File: config.mk
export PLATFORM = sky130hd
export DESIGN_NAME = uart_tx_serializer
export DESIGN_NICKNAME = d
export VERILOG_FILES = /design/src/rtl/uart_tx_serializer.sv
export SDC_FILE = /design/constraint.sdc
export NUM_CORES = 1
export LEC_CHECK = 0
export CAP_MARGIN = 20
export CORE_MARGIN = 3
export CORE_UTILIZATION = 30
export DETAILED_ROUTE_END_ITERATION = 10
export GPL_ROUTABILITY_DRIVEN = 0
export PLACE_DENSITY = 0.5
export SYNTH_ARGS = -nofsm -noshare
export SYNTH_HDL_FRONTEND = slang
export SYNTH_SLANG_ARGS = --single-unit
export TNS_END_PERCENT = 100
File: constraint.sdc
create_clock -name clk -period 5.05 [get_ports clk]
set_input_delay 1.01 -clock clk [delete_from_list [all_inputs] [get_ports clk]]
set_output_delay 1.01 -clock clk [all_outputs]
set_load 0.01 [all_outputs]
File: src/rtl/uart_tx_serializer.sv
// UART transmit serializer: pops TX FIFO characters and shifts out start/data/parity/stop at 16x oversampling.
// Load costs one clk; tx is registered one clk behind the FSM; the FIFO is popped only when a frame slot opens.
module uart_tx_serializer (
    input  logic       clk,
    input  logic       rst,
    input  logic       baud_pulse,
    input  logic       fifo_empty,
    input  logic [7:0] fifo_dout,
    output logic       fifo_pop,
    input  logic [1:0] wls,
    input  logic       stb,
    input  logic       pen,
    input  logic       eps,
    input  logic       sticky,
    input  logic       bcb,
    output logic       tx,
    output logic       tsr_empty,
    output logic       busy
);

    localparam logic [2:0] ST_IDLE   = 3'd0;
    localparam logic [2:0] ST_START  = 3'd1;
    localparam logic [2:0] ST_DATA   = 3'd2;
    localparam logic [2:0] ST_PARITY = 3'd3;
    localparam logic [2:0] ST_STOP   = 3'd4;

    logic [2:0] state_q, state_d;
    logic [4:0] tick_q, tick_d;
    logic [2:0] bit_q, bit_d;
    logic [7:0] shift_q, shift_d;
    logic [1:0] wls_q, wls_d;
    logic       stb_q, stb_d;
    logic       pen_q, pen_d;
    logic       par_q, par_d;
    logic       tx_q, tx_d;

    logic [4:0] stop_last;
    logic [4:0] tick_last;
    logic       tick_done;
    logic [2:0] bit_last;
    logic       load;
    logic [7:0] data_masked;
    logic       par_calc;

    // 1.5 stop bits only exist for 5-bit words; otherwise stb selects 2.
    always_comb begin
        stop_last = 5'd15;
        if (stb_q) begin
            stop_last = (wls_q == 2'b00) ? 5'd23 : 5'd31;
        end
    end

    assign tick_last = (state_q == ST_STOP) ? stop_last : 5'd15;
    assign tick_done = baud_pulse && (tick_q == tick_last);
    assign bit_last  = 3'd4 + {1'b0, wls_q};

    // A slot opens in IDLE or on the final stop tick, giving back-to-back frames.
    assign load = rst && !fifo_empty &&
                  ((state_q == ST_IDLE) || ((state_q == ST_STOP) && tick_done));
    assign fifo_pop = load;

    always_comb begin
        data_masked = fifo_dout;
        case (wls)
            2'b00:   data_masked = fifo_dout & 8'h1F;
            2'b01:   data_masked = fifo_dout & 8'h3F;
            2'b10:   data_masked = fifo_dout & 8'h7F;
            default: data_masked = fifo_dout;
        endcase
        if (sticky) begin
            par_calc = ~eps;
        end else if (eps) begin
            par_calc = ^data_masked;
        end else begin
            par_calc = ~^data_masked;
        end
    end

    always_comb begin
        state_d = state_q;
        tick_d  = tick_q;
        bit_d   = bit_q;
        shift_d = shift_q;
        wls_d   = wls_q;
        stb_d   = stb_q;
        pen_d   = pen_q;
        par_d   = par_q;

        if (state_q != ST_IDLE && baud_pulse) begin
            tick_d = tick_done ? 5'd0 : tick_q + 5'd1;
        end

        case (state_q)
            ST_IDLE: begin
                state_d = ST_IDLE;
            end
            ST_START: begin
                if (tick_done) begin
                    state_d = ST_DATA;
                end
            end
            ST_DATA: begin
                if (tick_done) begin
                    shift_d = {1'b0, shift_q[7:1]};
                    if (bit_q == bit_last) begin
                        bit_d   = 3'd0;
                        state_d = pen_q ? ST_PARITY : ST_STOP;
                    end else begin
                        bit_d = bit_q + 3'd1;
                    end
                end
            end
            ST_PARITY: begin
                if (tick_done) begin
                    state_d = ST_STOP;
                end
            end
            ST_STOP: begin
                if (tick_done) begin
                    state_d = ST_IDLE;
                end
            end
            default: begin
                state_d = ST_IDLE;
                tick_d  = 5'd0;
                bit_d   = 3'd0;
            end
        endcase

        // Line settings are captured only here, so mid-frame changes wait for the next character.
        if (load) begin
            state_d = ST_START;
            tick_d  = 5'd0;
            bit_d   = 3'd0;
            shift_d = fifo_dout;
            wls_d   = wls;
            stb_d   = stb;
            pen_d   = pen;
            par_d   = par_calc;
        end
    end

    always_comb begin
        case (state_q)
            ST_START:  tx_d = 1'b0;
            ST_DATA:   tx_d = shift_q[0];
            ST_PARITY: tx_d = par_q;
            default:   tx_d = 1'b1;
        endcase
        if (bcb) begin
            tx_d = 1'b0;
        end
    end

    always_ff @(posedge clk or negedge rst) begin
        if (!rst) begin
            state_q <= ST_IDLE;
            tick_q  <= 5'd0;
            bit_q   <= 3'd0;
            shift_q <= 8'd0;
            wls_q   <= 2'b00;
            stb_q   <= 1'b0;
            pen_q   <= 1'b0;
            par_q   <= 1'b0;
            tx_q    <= 1'b1;
        end else begin
            state_q <= state_d;
            tick_q  <= tick_d;
            bit_q   <= bit_d;
            shift_q <= shift_d;
            wls_q   <= wls_d;
            stb_q   <= stb_d;
            pen_q   <= pen_d;
            par_q   <= par_d;
            tx_q    <= tx_d;
        end
    end

    assign tx        = tx_q;
    assign busy      = (state_q != ST_IDLE);
    assign tsr_empty = (state_q == ST_IDLE) && fifo_empty;

endmodule
======== After elaboration in Yosys (flattened, before gate mapping) ========
Index checks and enable logic that the tools add are counted.
storage, ports and cells
  output and inout port bits .............. 4
  input bits .............................. 19
  bits in registers ....................... 25
operators by class
  $add $sub $neg .......................... 3
  bitwise gates (word level) .............. 1
  eq/ne operators ......................... 15
  muxes and demuxes ....................... 27
  reduce and logical (&&, ||, !) cells .... 21
operators by type and width
  kind                 count
  $mux 3               10
  $mux 5               6
  $mux 8               3
  $pmux 8 s3           1
  $ne 3x3->1 const B   5
  $pmux 3 s4           1
  $reduce_xnor 8->1    1
  $reduce_xor 8->1     1
  $eq 3x2->1 const B   2
  $logic_and 1x1->1    6
  $pmux 3 s2           1
  $add 5x1->5 const B  1
  $eq 5x5->1           1
  $reduce_and 5->1     1
  $reduce_or 5->1      1
  $logic_not 2->1      2
  $mux 4               1
  $reduce_and 2->1     2
  $reduce_bool 2->1    2
  $reduce_or 4->1      1
  $add 3x1->3 const B  1
  $add 3x2->3 const A  1
  $eq 3x1->1 const B   1
  $eq 3x3->1           1
  other kinds (12)     14

======== Longest topological paths before layout ========
Gate-level depths: netlist (run 1).
  word-level depth ........................ 11
  depth in mapped cells ................... 9

======== Worst setup path after synthesis (run 1) ========
OpenSTA, ideal clock, no wires.
  path kind ............................... input-to-output
  start ................................... in baud_pulse
  end ..................................... out fifo_pop
  data arrival time ....................... 1952 ps
  stages on the path ...................... 6
  path slack .............................. 2088 ps
  cell sequence ........................... and3_1 > nand4b_4 > a22oi_4 > o21ba_2 > buf_6 > buf_4
between the ends
  cells in the longest elaborated chain, start to end .. 4
RTL lines
  item               line  source
  start, declared    6     input logic baud_pulse,
  $logic_and 1x1->1  54    assign tick_done = baud_pulse && (tick_q == tick_last);
  $logic_and 1x1->1  59    ((state_q == ST_IDLE) || ((state_q == ST_STOP) && tick_done));
  $logic_or 1x1->1   59
  $logic_and 1x1->1  58    assign load = rst && !fifo_empty &&
  end, declared      9     output logic fifo_pop,
No other way between the ends.

======== Worst setup path in the final report (run 1) ========
Ends and elaborated chain as after synthesis.

==> flow_summary.yaml, run 1 <==
sta:
  slew_viol_final: 0
  fin_tns_setup_ps: 0
  setup_violations: 0
  worst_slew_pin_slew_ps: 463
  fmax_ghz: 0.256
  hold_viol: 0
  finalCritPeriodShare_pct: 77.2
  fin_ws_ps: 1150
  rsz0062_at_grt: "false"
  relSlewSlack_pct: 69.0
  finClkSkew_ps: 1.10
  fin_crit_ps: 3900
yosys:
  synth_mux_area_share_pct: 10.6
  synth_edf_count: 0
  ys_ff_latch: 25
  synth_cell_types: 40
  synth_top_family_by_area: "simple AND/OR/NAND/NOR gates"
  seq_area_frac_synth_pct: 40.4
  syn_inst: 153
  syn_area_per_cell_um2: 10.1
  ys.warnings.count: 0
  synthArstFlopShare_pct: 100
  mappedNetlistNets: 174
  synth-adder-area-share_pct: 1.61
  synth_xor_area_share_pct: 7.10
  synth-main-ff-cell: "dfrtp_1"
  synth_compound_area_share_pct: 17.7
  synthSimpleGateAreaFrac_pct: 19.5
  syn-cell-area_mm2: 0.00155
routing:
  vias: 1163
  first_pass_iters: 4
  drtAntennaViolNets: 0
  wire_per_inst_um: 12.9
  dr.first_iter.drc_count: 61
  wirelength_um: 3160
  via_per_inst: 4.75
  drc_errors: 0
final_layout:
  design_area_mm2: 0.00188
  antenna_cells: 0
  final_nets: 200
  drive_above_1_share_pct: 13.5
  area_delta_synth_final_pct: 21.5
  final_cells: 245
clock_network:
  cts_made_buffers: 3
  cts_sinks: 25
  root_buffer: "clkbuf_8"
  insertion_delay_ps: 260
  holdBufCountCts: 0
  clockBufferDepth: 2
  cts_tree: "done"
  postCtsSetupBuffers: 0
  cts_max_level: 1
  post_cts_resized: 0
  cts.clk_slew.worst_paths_ps: 80
grt:
  grt_max_degree: 26
  grt_first_pass_wirelength_um: 5450
  grt_use_total_pct: 11.1
  antenna_found_initial: 0
  grt_pass1_vias: 1177
  grt_remaining_overflow: 0
hold_path:
  whs_path_depth: 1
  hold_path.class: "flip-flop to flip-flop"
power:
  peakVddDrop_uv: 116
  p_per_area_mw_per_mm2: 358
  leakage_uw: 0.000844
  combPwrFrac_pct: 34.9
  switchingPower_uw: 225
  seqPwrFrac_pct: 47.7
  intPower_uw: 450
  power.total_uw: 675
  clock_power_share_pct: 17.4
  swShare_pct: 33.3
setup_path:
  crit_fanout: 5
  end_kind: "output pin"
  critPathRequiredTime_ps: 4040
  timing_worst_setup_path_type: "input pin to output pin"
  arrival_ps: 2890
  reg2reg_depth: 7
  crit_path_start_kind: "input pin"
die:
  die_w_um: 77.9
  die_area_mm2: 0.00607
  rows: 25
  core_area_mm2: 0.00485
  initial_utilization_pct: 32.0
  die_h_um: 77.9
  ios: 23
place:
  dp_slack_ps: 1150
  dpl_cell_area_mm2: 0.00184
  io_buffers: 22
  dp_hpwl_um: 2480
  place_inst: 241
status:
  outcome: "completed"
job:
  drv_cap: 0
-- layout make-up --
cell class,instances,area (um2)
fill,489,2960
multi-input combinational,120,875
sequential,25,627
timing repair buffer,24,235
tap,67,83.8
clock buffer,4,45.0
inverter,5,18.8
-- cell families (layout without fill, tap and decap cells) --
logic type / count (synthesis) / in the layout
DFF: 25 / 25
muxes: 14 / 14
xor gates and xnor gates: 11 / 11
AOI/OAI and AO/OA: 35 / 35
adders and majority gates: 2 / 2
and+or+nand+nor: 58 / 58
buffers and inverters: 8 / 33
-- cell usage after synthesis (all sizes together) (3+ instances only) --
cell,instances,area (um2)
a21oi,8,40.0
and3,3,18.8
buf,3,30.0
dfrtp,24,601
inv,5,18.8
mux2,7,93.8
mux2i,7,70.1
nand2,22,82.6
nand2b,3,18.8
nand3,7,35.0
nor2,14,52.6
o21ai,14,70.1
xnor2,9,78.8
-- path summary, 6_finish.rpt --
path | from | end | slack (ps)
setup / recovery | baud_pulse | fifo_pop | 1150
hold / removal | par_q | par_q | 520
setup reg to reg | tick_q[0] | pen_q | 2880
hold reg to reg | par_q | par_q | 520
max in group asynchronous | rst | tx | 3620
min in group asynchronous | rst | stb_q | 1140
-- power by group through the flow --
| stage | Clock (uW) | Sequential, uW | Combinational [uW] |
|---|---|---|---|
| 2_1_floorplan | 0 | 312 | 170 |
| 3_3_place_gp | 0 | 327 | 233 |
| 3_5_place_dp | 0 | 329 | 237 |
| 4_1_cts | 123 | 324 | 239 |
| 5_1_grt | 135 | 334 | 261 |
| 6_report | 118 | 322 | 235 |
-- critical path, stage by stage --
cell	delay, ps
clkdlybuf4s50_1	540
and3_1	230
nand4b_4	140
a22oi_4	230
o21ba_2	190
clkdlybuf4s50_1	540
-- sequential cells by signal, summed over array words and instances, names as in the netlist --
| name | cells |
|---|---|
| bit_q | 3 |
| par_q | 1 |
| pen_q | 1 |
| shift_q | 8 |
| state_q | 3 |
| stb_q | 1 |
| tick_q | 5 |
| tx | 1 |
| wls_q | 2 |
-- stage by stage --
stage / hold slack (ps) / utilization, %
finish: 518 / 38.9
global route: 542 / 38.9
CTS: 524 / 38.9
detailed placement: 504 / 37.9
global placement: 497 / 37.9
floorplan: 481 / -
-- placed cells by master (no fill, tap or decap), drive strengths merged --
master         synthesis  routed
a21bo                  1       1
a21boi                 2       2
a21o                   2       2
a21oi                  8       8
a22oi                  1       1
a2bb2oi                1       1
a32oi                  1       1
and2                   1       1
and3                   3       3
and3b                  1       1
and4bb                 1       1
buf                    3       2
clkbuf                 0       4
clkdlybuf4s50          0      22
dfrtp                 24      24
dfstp                  1       1
ha                     2       2
inv                    5       5
mux2                   7       7
mux2i                  7       7
nand2                 22      22
nand2b                 3       3
nand3                  7       7
nand3b                 1       1
nand4                  2       2
nand4b                 1       1
nor2                  14      14
nor3                   1       1
o21ai                 14      14
o21ba                  2       2
o21bai                 1       1
o221ai                 1       1
o32ai                  1       1
or2b                   1       1
xnor2                  9       9
xnor3                  1       1
xor2                   1       1
-- metal layers --
metal  track usage (%)  vias up  part of all wire, %
met2              17.7       26                   46
met3              2.44        2                  4.3
li1                  -      589                    -
met5                 0        -                    0
met4              3.20        0                 0.47
met1              15.1      546                   49
No activity file was read; power rests on OpenSTA's default activity.
==> run 2: changes to the inputs <==
==> constraint.sdc (replaced) <==
create_clock -name clk -period 3.8 [get_ports clk]
set_input_delay 0.76 -clock clk [delete_from_list [all_inputs] [get_ports clk]]
set_output_delay 0.76 -clock clk [all_outputs]
set_load 0.01 [all_outputs]
==> run 2 against run 1 <==
Routed wire length rose by 0.66%. Register-to-register slack got worse by 1300 ps. Clock power rose by 34%. Largest cell class unchanged. Highest routed layer unchanged.
==> flow_summary.yaml, run 2 (synthesized netlist as in run 1, its figures left out) <==
routing:
  first_pass_iters: 2
  dr.first_iter.drc_count: 83
  drtAntennaViolNets: 0
  drc_errors: 0
  wirelength_um: 3180
  wire_per_inst_um: 13.0
  via_per_inst: 4.69
  vias: 1150
job:
  drv_cap: 0
clock_network:
  cts_sinks: 25
  clockBufferDepth: 2
  cts_max_level: 1
  cts.clk_slew.worst_paths_ps: 80
  insertion_delay_ps: 270
  cts_tree: "done"
  holdBufCountCts: 0
  root_buffer: "clkbuf_8"
  post_cts_resized: 0
  postCtsSetupBuffers: 0
  cts_made_buffers: 3
setup_path:
  crit_path_start_kind: "input pin"
  slowest_delay_ps: 560
  reg2reg_depth: 6
  timing.rr.start: "state_q[1]"
  critPathRequiredTime_ps: 3040
  crit_slowest_cell: "clkdlybuf4s50_1"
  r2r_end: "par_q"
  crit_fanout: 5
  crit_chain: "clkdlybuf4s50_1 > and3_1 > nand4b_4 > a22oi_4 > o21ba_2 > clkdlybuf4s50_1"
  timing_worst_setup_path_type: "input pin to output pin"
  critPathTopFamily: "buffers and inverters"
  arrival_ps: 2650
  path_common_cell: "clkdlybuf4s50_1"
  worstPathBufferInverterCount: 2
  crit_end: "fifo_pop"
  cp_num_cells: 6
  r2r_slack_ps: 1630
  cp-startpoint: "baud_pulse"
  end_kind: "output pin"
grt:
  grt_use_total_pct: 11.8
  antenna_found_initial: 0
  grt_remaining_overflow: 0
  grt_max_degree: 26
  grt_pass1_vias: 1240
  grt_first_pass_wirelength_um: 5740
final_layout:
  final_common_cell: "dfrtp_1"
  largestRegisters: "shift_q x8, tick_q x5"
  drive_above_1_share_pct: 13.5
  mostFrequentLayoutCells: "dfrtp_1 (24), nand2_1 (22), clkdlybuf4s50_1 (22), nor2_1 (14), o21ai_0 (14)"
  antenna_cells: 0
  top_register: "shift_q"
  largest_reg_flops: 8
  area_delta_synth_final_pct: 21.5
  final_nets: 200
  nFillCells: 494
  design_area_mm2: 0.00188
  final_util_pct: 38.9
die:
  die_h_um: 77.9
  ios: 23
  initial_utilization_pct: 32.0
  core_area_mm2: 0.00485
  rows: 25
  die_w_um: 77.9
  die_area_mm2: 0.00607
power:
  peakVddDrop_uv: 166
  power.total_uw: 899
  p_per_area_mw_per_mm2: 477
  leakage_uw: 0.000844
sta:
  fin_crit_ps: 3410
  setup_violations: 0
  fin_tns_setup_ps: 0
  finClkSkew_ps: 1.90
  hold_viol: 0
  rsz0062_at_grt: "false"
  slew_viol_final: 0
  fmax_ghz: 0.293
  finalCritPeriodShare_pct: 89.8
  worst_slew_pin_slew_ps: 436
  relSlewSlack_pct: 70.8
place:
  dpl_cell_area_mm2: 0.00184
  io_buffers: 22
  dp_hpwl_um: 2490
hold_path:
  hold_path.class: "flip-flop to flip-flop"
status:
  outcome: "completed"
-- run 2: cell counts in the layout (fill, tap and decap cells not counted) --
No cell type changed its count.
-- run 2: where the power goes --
group	leakage (uW)	switching, uW	total [uW]	internal, uW
logic	0.000501	146	311	165
clock network	0.0000228	82.9	158	75.0
registers	0.000320	71.5	430	358
-- run 2: cell type report --
type | count | area, um2 | area share (%)
Clock buffer | 4 | 45.0 | 2.39
Tap cell | 67 | 83.8 | 4.45
Multi-Input combinational cell | 120 | 875 | 46.4
Sequential cell | 25 | 627 | 33.3
Timing Repair Buffer | 24 | 235 | 12.5
Inverter | 5 | 18.8 | 0.996
-- run 2: worst min-delay path by stage --
stage               start        to  slack, ps  depth (start not counted)
finish              par_q     par_q        510                          1
detailed placement  par_q     par_q        500                          1
floorplan             rst  bit_q[0]        460                          0
CTS                 par_q     par_q        520                          1
global placement    par_q     par_q        500                          1
global route        par_q     par_q        530                          1
-- run 2: metrics by stage --
| step | worst slack, ps | std cells | hold WS (ps) |
|---|---|---|---|
| after detailed placement | 394 | 241 | 504 |
| after floorplan | 1340 | 153 | 464 |
| final | 387 | 245 | 513 |
| after CTS | 388 | 245 | 524 |
| after global placement | 411 | 241 | 496 |
| after global routing | 315 | 245 | 534 |
-- run 2: layer usage --
metal / wire [um] / track usage (%) / vias to the layer above
met5: 0 / 0 / -
met4: 50 / 4.27 / 0
met3: 127 / 2.44 / 5
met2: 1460 / 18.8 / 23
met1: 1540 / 15.8 / 534
li1: - / - / 588
==> run 3: changes to the inputs <==
--- a/config.mk
+++ b/config.mk
@@ -7,10 +7,10 @@
 export LEC_CHECK = 0
 export CAP_MARGIN = 20
 export CORE_MARGIN = 3
-export CORE_UTILIZATION = 30
+export CORE_UTILIZATION = 40
 export DETAILED_ROUTE_END_ITERATION = 10
 export GPL_ROUTABILITY_DRIVEN = 0
-export PLACE_DENSITY = 0.5
+export PLACE_DENSITY = 0.63
 export SYNTH_ARGS = -nofsm -noshare
 export SYNTH_HDL_FRONTEND = slang
 export SYNTH_SLANG_ARGS = --single-unit
==> run 3 against run 2 <==
Count of clock-buffer cells in the layout is 1 lower. Routed wire length is 7.0% lower. Clock skew is 2.0 ps higher. Cell count is 8.6% lower. Critical path type unchanged. Highest routed layer unchanged.
==> flow_summary.yaml, run 3 (synthesized netlist as in run 1, its figures left out) <==
routing:
  via_per_inst: 5.24
  wirelength_um: 2960
  dr.first_iter.drc_count: 128
  vias: 1174
  drc_errors: 0
  wire_per_inst_um: 13.2
  drtAntennaViolNets: 0
  first_pass_iters: 4
final_layout:
  largest_reg_flops: 8
  area_delta_synth_final_pct: 19.9
  antenna_cells: 0
  multiInputGateArea_um2: 875
  seq_area_um2: 627
  final_nets: 200
  largestRegisters: "shift_q x8, tick_q x5"
  final_common_cell: "dfrtp_1"
  mostFrequentLayoutCells: "dfrtp_1 (24), nand2_1 (22), clkdlybuf4s50_1 (22), nor2_1 (14), o21ai_0 (14)"
  top_register: "shift_q"
  nFillCells: 330
  final_util_pct: 52.8
  drive_above_1_share_pct: 14.0
  design_area_mm2: 0.00186
clock_network:
  cts_max_level: 1
  holdBufCountCts: 0
  postCtsSetupBuffers: 0
  cts_made_buffers: 3
  cts_tree: "done"
  cts_sinks: 25
  insertion_delay_ps: 270
  root_buffer: "clkbuf_8"
  cts.clk_slew.worst_paths_ps: 80
  clockBufferDepth: 2
  post_cts_resized: 0
grt:
  grt_max_degree: 26
  antenna_found_initial: 0
  grt_remaining_overflow: 0
  grt_first_pass_wirelength_um: 5400
  grt_pass1_vias: 1216
  grt_use_total_pct: 15.1
hold_path:
  hold_path.class: "flip-flop to flip-flop"
  hold_path_startpoint: "pen_q"
  min_to: "pen_q"
  whs_path_depth: 1
setup_path:
  timing_worst_setup_path_type: "input pin to output pin"
  timing.rr.start: "tick_q[0]"
  critPathRequiredTime_ps: 3040
  end_kind: "output pin"
  r2r_slack_ps: 1630
  arrival_ps: 2660
  reg2reg_depth: 7
  crit_path_start_kind: "input pin"
  crit_fanout: 5
  r2r_end: "pen_q"
die:
  core_area_mm2: 0.00352
  die_area_mm2: 0.00466
  ios: 23
  rows: 21
  die_h_um: 68.3
  die_w_um: 68.3
  initial_utilization_pct: 44.0
sta:
  finalCritPeriodShare_pct: 90.1
  fmax_ghz: 0.292
  worst_hold_slack_ps: 518
  worst_slew_pin_slew_ps: 457
  hold_viol: 0
  slew_viol_final: 0
  relSlewSlack_pct: 69.2
  fin_crit_ps: 3420
  rsz0062_at_grt: "false"
  setup_violations: 0
  finClkSkew_ps: 3.93
  fin_tns_setup_ps: 0
power:
  power.total_uw: 895
  peakVddDrop_uv: 175
  p_per_area_mw_per_mm2: 481
  leakage_uw: 0.000846
place:
  dp_hpwl_um: 2300
  dpl_cell_area_mm2: 0.00181
  io_buffers: 22
status:
  outcome: "completed"
job:
  drv_cap: 0
## run 3: changes by cell type in the layout (fill, tap and decap cells not counted), sizes merged
cell    before  now
clkinv       0    1
clkbuf       4    3
## run 3: per-layer routing
layer  track usage, %  wire length (um)  vias up
met3             2.96               146        4
met4             3.72                29        0
met1             20.1              1410      551
met2             25.2              1370       30
li1                 -                 -      589
met5                0                 0        -
## run 3: cell type report
type,count,area share [%]
Multi-Input combinational cell,120,47.0
Timing Repair Buffer,24,12.7
Clock buffer,3,2.22
Clock inverter,1,0.269
Tap cell,46,3.10
Inverter,5,1.01
Sequential cell,25,33.7
## run 3: how the worst max path moves through the flow
stage,start,endpoint,slack [ps],cells after the start
finish,baud_pulse,fifo_pop,380,6
global route,baud_pulse,fifo_pop,290,6
CTS,baud_pulse,fifo_pop,370,6
detailed placement,baud_pulse,fifo_pop,380,6
global placement,baud_pulse,fifo_pop,420,6
floorplan,baud_pulse,fifo_pop,1340,6
## run 3: where the power goes
| group | switching, uW | leakage, uW | internal [uW] |
|---|---|---|---|
| Combinational | 144 | 0.000501 | 165 |
| Sequential | 72.5 | 0.000320 | 358 |
| Clock | 81.5 | 0.0000255 | 73.3 |
## run 3: critical path, cell delays in order
cell             delay [ps]
clkdlybuf4s50_1         560
and3_1                  230
nand4b_4                150
a22oi_4                 240
o21ba_2                 180
clkdlybuf4s50_1         540
## run 3: per-stage QoR
stage          std cells  worst slack [ps]
2_1_floorplan        153              1340
3_3_place_gp         220               422
3_5_place_dp         220               381
4_1_cts              224               373
5_1_grt              224               291
6_report             224               377
